<file path="config.mk">
export PLATFORM = sky130hd
export DESIGN_NAME = cla32_final_flat
export DESIGN_NICKNAME = d
export VERILOG_FILES = /design/src/rtl/cla_pkg.sv /design/src/rtl/cla32_final_if.sv /design/src/rtl/cla_group4.sv /design/src/rtl/cla32_final.sv /design/src/flat_wrapper.sv
export SDC_FILE = /design/constraint.sdc
export NUM_CORES = 1
export LEC_CHECK = 0
export CAP_MARGIN = 25
export CORE_ASPECT_RATIO = 0.8
export CORE_MARGIN = 8
export CORE_UTILIZATION = 41
export DETAILED_ROUTE_END_ITERATION = 7
export PLACE_DENSITY_LB_ADDON = 0.3
export SKIP_LAST_GASP = 1
export SLEW_MARGIN = 20
export SYNTH_ARGS = -nofsm -noshare
export SYNTH_HDL_FRONTEND = slang
export SYNTH_SLANG_ARGS = --single-unit
</file>
<file path="constraint.sdc">
create_clock -name clk -period 0.8 [get_ports clk]
set_input_delay 0.12 -clock clk [delete_from_list [all_inputs] [get_ports clk]]
set_output_delay 0.12 -clock clk [all_outputs]
set_load 0.02 [all_outputs]
</file>
<file path="src/rtl/cla_pkg.sv">
// Shared types and sizing for the two-level 32-bit carry-lookahead adder.
package cla_pkg;

    localparam int WIDTH   = 32;
    localparam int GROUP   = 4;
    localparam int NGROUPS = WIDTH / GROUP;

    typedef logic [WIDTH-1:0] word_t;

    typedef struct packed {
        logic p;
        logic g;
    } grp_pg_t;

endpackage

</file>
<file path="src/rtl/cla32_final_if.sv">
// Operand/result bundle for cla32_final.
// ovf/zero exist only when CLA32_FLAGS_EN is defined.
interface cla32_final_if;
    import cla_pkg::*;

    logic  in_valid;
    word_t a;
    word_t b;
    logic  c_in;
    logic  out_valid;
    word_t s;
    logic  c_out;
`ifdef CLA32_FLAGS_EN
    logic  ovf;
    logic  zero;

    modport master (
        output in_valid, a, b, c_in,
        input  out_valid, s, c_out, ovf, zero
    );

    modport slave (
        input  in_valid, a, b, c_in,
        output out_valid, s, c_out, ovf, zero
    );
`else
    modport master (
        output in_valid, a, b, c_in,
        input  out_valid, s, c_out
    );

    modport slave (
        input  in_valid, a, b, c_in,
        output out_valid, s, c_out
    );
`endif

endinterface

</file>
<file path="src/rtl/cla_group4.sv">
// 4-bit lookahead group: internal carries from flattened equations,
// plus group propagate/generate for the second level.
module cla_group4 (
    input  logic [3:0] a,
    input  logic [3:0] b,
    input  logic       cin,
    output logic [3:0] s,
    output logic       grp_p,
    output logic       grp_g
);

    logic [3:0] p;
    logic [3:0] g;
    logic [3:0] c;

    always_comb begin
        p = a ^ b;
        g = a & b;

        c[0] = cin;
        c[1] = g[0] | (p[0] & cin);
        c[2] = g[1] | (p[1] & g[0])
             | (p[1] & p[0] & cin);
        c[3] = g[2] | (p[2] & g[1])
             | (p[2] & p[1] & g[0])
             | (p[2] & p[1] & p[0] & cin);

        s = p ^ c;

        grp_p = &p;
        grp_g = g[3] | (p[3] & g[2])
              | (p[3] & p[2] & g[1])
              | (p[3] & p[2] & p[1] & g[0]);
    end

endmodule

</file>
<file path="src/rtl/cla32_final.sv">
// Registered 32-bit two-level CLA adder, one-cycle latency.
// Optional ovf/zero flags under CLA32_FLAGS_EN.
module cla32_final
    import cla_pkg::*;
(
    input  logic         clk,
    input  logic         rst_n,
    cla32_final_if.slave bus
);

    grp_pg_t [NGROUPS-1:0] pg;
    logic    [NGROUPS:0]   c_grp;
    word_t                 sum;

    for (genvar k = 0; k < NGROUPS; k++) begin : g_grp
        cla_group4 u_grp (
            .a     (bus.a[GROUP*k +: GROUP]),
            .b     (bus.b[GROUP*k +: GROUP]),
            .cin   (c_grp[k]),
            .s     (sum[GROUP*k +: GROUP]),
            .grp_p (pg[k].p),
            .grp_g (pg[k].g)
        );
    end

    // Each group carry is a flat OR of product terms, not a G|P*C chain.
    always_comb begin
        logic acc;
        logic term;
        c_grp    = '0;
        c_grp[0] = bus.c_in;
        for (int k = 1; k <= NGROUPS; k++) begin
            term = bus.c_in;
            for (int m = 0; m < k; m++) begin
                term = term & pg[m].p;
            end
            acc = term;
            for (int j = 0; j < k; j++) begin
                term = pg[j].g;
                for (int m = j + 1; m < k; m++) begin
                    term = term & pg[m].p;
                end
                acc = acc | term;
            end
            c_grp[k] = acc;
        end
    end

    word_t s_d, s_q;
    logic  c_out_d, c_out_q;
    logic  out_valid_d, out_valid_q;

    always_comb begin
        s_d         = s_q;
        c_out_d     = c_out_q;
        out_valid_d = 1'b0;
        if (bus.in_valid) begin
            s_d         = sum;
            c_out_d     = c_grp[NGROUPS];
            out_valid_d = 1'b1;
        end
    end

    always_ff @(posedge clk or negedge rst_n) begin
        if (!rst_n) begin
            s_q         <= '0;
            c_out_q     <= 1'b0;
            out_valid_q <= 1'b0;
        end else begin
            s_q         <= s_d;
            c_out_q     <= c_out_d;
            out_valid_q <= out_valid_d;
        end
    end

    assign bus.s         = s_q;
    assign bus.c_out     = c_out_q;
    assign bus.out_valid = out_valid_q;

`ifdef CLA32_FLAGS_EN
    logic ovf_d, ovf_q;
    logic zero_d, zero_q;

    always_comb begin
        ovf_d  = ovf_q;
        zero_d = zero_q;
        if (bus.in_valid) begin
            ovf_d  = (bus.a[WIDTH-1] == bus.b[WIDTH-1])
                  && (sum[WIDTH-1] != bus.a[WIDTH-1]);
            zero_d = (sum == '0);
        end
    end

    always_ff @(posedge clk or negedge rst_n) begin
        if (!rst_n) begin
            ovf_q  <= 1'b0;
            zero_q <= 1'b0;
        end else begin
            ovf_q  <= ovf_d;
            zero_q <= zero_d;
        end
    end

    assign bus.ovf  = ovf_q;
    assign bus.zero = zero_q;
`endif

endmodule

</file>
<file path="src/flat_wrapper.sv">
// flat-port wrapper written by rule: the top's interface ports become plain ports
module cla32_final_flat import cla_pkg::*;
  (clk, rst_n, bus_in_valid, bus_a, bus_b, bus_c_in, bus_out_valid, bus_s, bus_c_out);
  cla32_final_if bus_i ();
  input  logic clk;
  input  logic rst_n;
  input wire logic [$bits(bus_i.in_valid)-1:0] bus_in_valid;
  input wire logic [$bits(bus_i.a)-1:0] bus_a;
  input wire logic [$bits(bus_i.b)-1:0] bus_b;
  input wire logic [$bits(bus_i.c_in)-1:0] bus_c_in;
  output wire logic [$bits(bus_i.out_valid)-1:0] bus_out_valid;
  output wire logic [$bits(bus_i.s)-1:0] bus_s;
  output wire logic [$bits(bus_i.c_out)-1:0] bus_c_out;
  assign bus_i.in_valid = bus_in_valid;
  assign bus_i.a = bus_a;
  assign bus_i.b = bus_b;
  assign bus_i.c_in = bus_c_in;
  assign bus_out_valid = bus_i.out_valid;
  assign bus_s = bus_i.s;
  assign bus_c_out = bus_i.c_out;
  cla32_final u_core (.clk(clk), .rst_n(rst_n), .bus(bus_i));
endmodule
</file>
==> key figures <==
Hold path
  – Hold depth: 2
  – Hold Crit Class: in -> reg
  – Min-Delay Startpoint: bus_in_valid
  – WHS Endpoint: u_core.bus.out_valid$_DFF_PN0_

Yosys
  – Netlist cell types: 49
  – Gate Count Post-Synth: 248
  – Ys async rst share: 100.0%
  – Largest family of logic cells by synthesized area: adder cells
  – Sequential share of the synthesized area: 31.53%
  – XOR/XNOR Fraction of Synth Area: 6.815%
  – Post-synth EDFFs: 0
  – Top cells by area, synth: dfrtp_1 (32%), ha_1 (15%), mux2_2 (8.3%)
  – Synth Area in Adders: 20.77%
  – Top_reg_cell synth: dfrtp_1
  – Avg Inst Size Synth: 10.88 µm²
  – Synth Area in Simple Gates: 8.762%
  – Synth Register Bits: 34
  – Syn_nets: 356
  – Post-synthesis mux area share: 9.272%
  – Synthesized area: 2699 µm²
  – Synth Area in Compound Gates: 20.21%
  – Synth top cells by count: dfrtp_1 (34), ha_1 (32), mux2_2 (20)
  – Synth warn: 0
  – Post-synth top area cell: dfrtp_1
  – Area share of the largest cell type after synthesis: 31.53%
  – Most common cell in the synthesized netlist: dfrtp_1

Setup path
  – Critical setup path kind: in -> reg
  – Worst EP arrival: 2490 ps
  – Reg2reg path depth: 2
  – Crit. End Element: flip-flop
  – RR Endpoint: u_core.bus.s[3]$_DFFE_PN0P_
  – Worst Setup SP: bus_b[6]
  – Data required, critical path: 970 ps
  – Worst-path fanout max: 2
  – CP startpoint kind: input port
  – RR Startpoint: u_core.bus.s[3]$_DFFE_PN0P_
  – Setup slack, reg-to-reg: -130 ps

Final layout
  – Area Overhead vs Synth: 106.3%
  – Final Cell Area: 5567 µm²
  – Area of the multi-input gates: 2494 µm²
  – Filler cell count: 288
  – Fin nets: 580
  – Register Area: 850.8 µm²
  – Antenna Cells: 0
  – Fraction of layout cells with a size suffix above 1: 66.81%

Timing
  – Final Slew Violations: 0
  – Slew HR: 71.39%
  – Final Skew: 0 ps
  – Slew @ Worst Pin: 424.7 ps
  – Final setup margin: -1519 ps
  – Fmax: 431.1 MHz
  – Hold Vio Cnt, Final: 0
  – Worst hold slack: 196.1 ps
  – Final setup viols: 67
  – Tmin final: 2319 ps
  – Setup TNS: -40120 ps
  – Tcrit/Tclk final: 289.9%
  – RSZ-0062 raised after global routing: yes

Drt
  – Starting DRT DRC Count: 81
  – Post-Route WL: 11.18 mm
  – Drt pass-1 iters: 4
  – Wire per inst: 20.07 µm
  – DRC viols: 0
  – Via count: 2984
  – DRT antenna net count: 0
  – Routed vias/inst: 5.357

Placed design
  – GPL Wtd Cong: 0.8371
  – Port Buffer Count: 101
  – Placed Area: 4564 µm²
  – Dpl hpwl: 6.826 mm
  – Dpl ws: -2194 ps

Global route
  – Gr ovfl total: 0
  – Total track usage: 20.67%
  – Antenna violations before repair: 0
  – Largest net degree at the start of global routing: 18
  – Number of global-route vias before repair: 3262
  – Global-route wire length before repair: 15.59 mm

Power and ir drop
  – Register share of total power: 26.4%
  – Pwr Total: 9.361 mW
  – Net load switching power: 3.312 mW
  – Clock Power Share: 16.3%
  – Combinational share of power: 57.3%
  – Cell Pwr Density: 1682 nW/µm²
  – Pint: 6.049 mW
  – LEAKAGE: 2.603 nW
  – Maximum vdd drop: 1.216 mV
  – Switching portion of total power: 35.38%

Die
  – Rows: 26
  – Core area: 6376 µm²
  – Chip width: 106.7 µm
  – Die area: 9451 µm²
  – Initial Utilization: 42.33%
  – # IOs: 102
  – Die height: 88.57 µm

Run status
  – Status: finished with violations
  – Violated checks: negative setup slack

CTS
  – H-tree Lvls: 2
  – Clk sinks: 34
  – Clock tree from TritonCTS: built
  – CTS Buffer Depth: 2
  – CTS buffer count: 5
  – Clk slew on worst S/H paths: 70 ps
  – Skew-Pair Late Insertion Delay: 280 ps
  – Clk root buf: clkbuf_8

Flow run
  – MaxCap Viol Count: 0
[worst max path at each step]
stage                                         endpoint  slack, ps
final                     u_core.bus.s[28]$_DFFE_PN0P_      -1520
after global routing      u_core.bus.s[28]$_DFFE_PN0P_      -1580
after CTS                 u_core.bus.s[15]$_DFFE_PN0P_      -1460
after detailed placement  u_core.bus.s[28]$_DFFE_PN0P_      -2190
after global placement    u_core.bus.s[28]$_DFFE_PN0P_      -2130
after floorplan           u_core.bus.s[28]$_DFFE_PN0P_      -1610
[registers in the layout, indices dropped and copies added, names as in the netlist]
signal and flops:
u_core.bus.c_out 1, u_core.bus.out_valid 1, u_core.bus.s 32
[power groups by stage]
stage | clock [mW] | sequential, mW | combinational, mW
finish | 1.53 | 2.47 | 5.36
CTS | 1.51 | 2.43 | 4.80
global placement | 0 | 2.37 | 3.91
detailed placement | 0 | 2.38 | 4.00
floorplan | 0 | 2.85 | 1.47
global route | 1.62 | 2.50 | 5.67
[cell usage in the layout (no fill, tap or decap), types with 5 or more instances in the layout]
master | netlist | routed
o21ai_2 | 0 | 6
xnor2_2 | 0 | 5
a21oi_1 | 18 | 7
ha_1 | 32 | 8
mux2_4 | 1 | 17
clkbuf_8 | 0 | 8
dfrtp_1 | 34 | 34
buf_4 | 1 | 103
dlymetal6s2s_1 | 0 | 6
xor2_1 | 6 | 6
buf_6 | 0 | 58
nand2_1 | 10 | 5
nor2_1 | 13 | 12
clkdlybuf4s50_1 | 0 | 14
ha_4 | 0 | 23
a21o_1 | 7 | 7
dlygate4sd2_1 | 0 | 9
xnor2_1 | 15 | 10
inv_1 | 11 | 8
o21a_1 | 5 | 5
fa_2 | 0 | 6
clkbuf_2 | 0 | 16
buf_2 | 0 | 9
a21oi_2 | 1 | 10
[layer usage]
| layer | global-route usage [%] | vias to the layer above | share of wire [%] |
|---|---|---|---|
| li1 | - | 1350 | - |
| met1 | 21.89 | 1481 | 38 |
| met2 | 38.70 | 117 | 53 |
| met3 | 4.512 | 36 | 5.2 |
| met4 | 9.427 | 0 | 3.5 |
| met5 | 0 | - | 0 |
[critical path, cell delays in order]
cell and delay, ps:
buf_6 100, ha_4 230, and3_4 180, and3_4 190, a211oi_4 260, inv_2 90, nand3_4 70, a32oi_4 110
a211oi_2 330, o21bai_2 130, fa_1 430, mux2_4 260
[cells by family after synthesis]
logic type	count (synthesis)
AO/OA/AOI/OAI	69
XOR/XNOR	21
adder cells (fa/ha/maj)	40
buffers and inverters	18
flip-flops	34
multiplexers	22
AND/OR/NAND/NOR	44
[through the flow]
stage | instances | utilization, %
final | 557 | 87.30
after global routing | 557 | 87.30
after CTS | 543 | 82.63
after detailed placement | 506 | 71.59
after global placement | 506 | 71.59
after floorplan | 248 | -
[cell type report]
cell class / count / area share (%)
sequential: 34 / 15.28
clock buffer: 8 / 1.978
tap: 84 / 1.888
multi-input combinational: 196 / 44.80
inverter: 13 / 1.101
timing repair buffer: 222 / 34.95
[timing repair]
item | 4_1_cts | 5_1_grt
setup endpoints to repair | 67 | 66
resized for setup | 390 | 90
cloned | 0 | 0
hold endpoints to repair | 34 | 0
hold buffers | 1 | 0
buffers inserted | 32 | 19
pin swaps | 68 | 52
No activity file was read; power rests on OpenSTA's default activity.
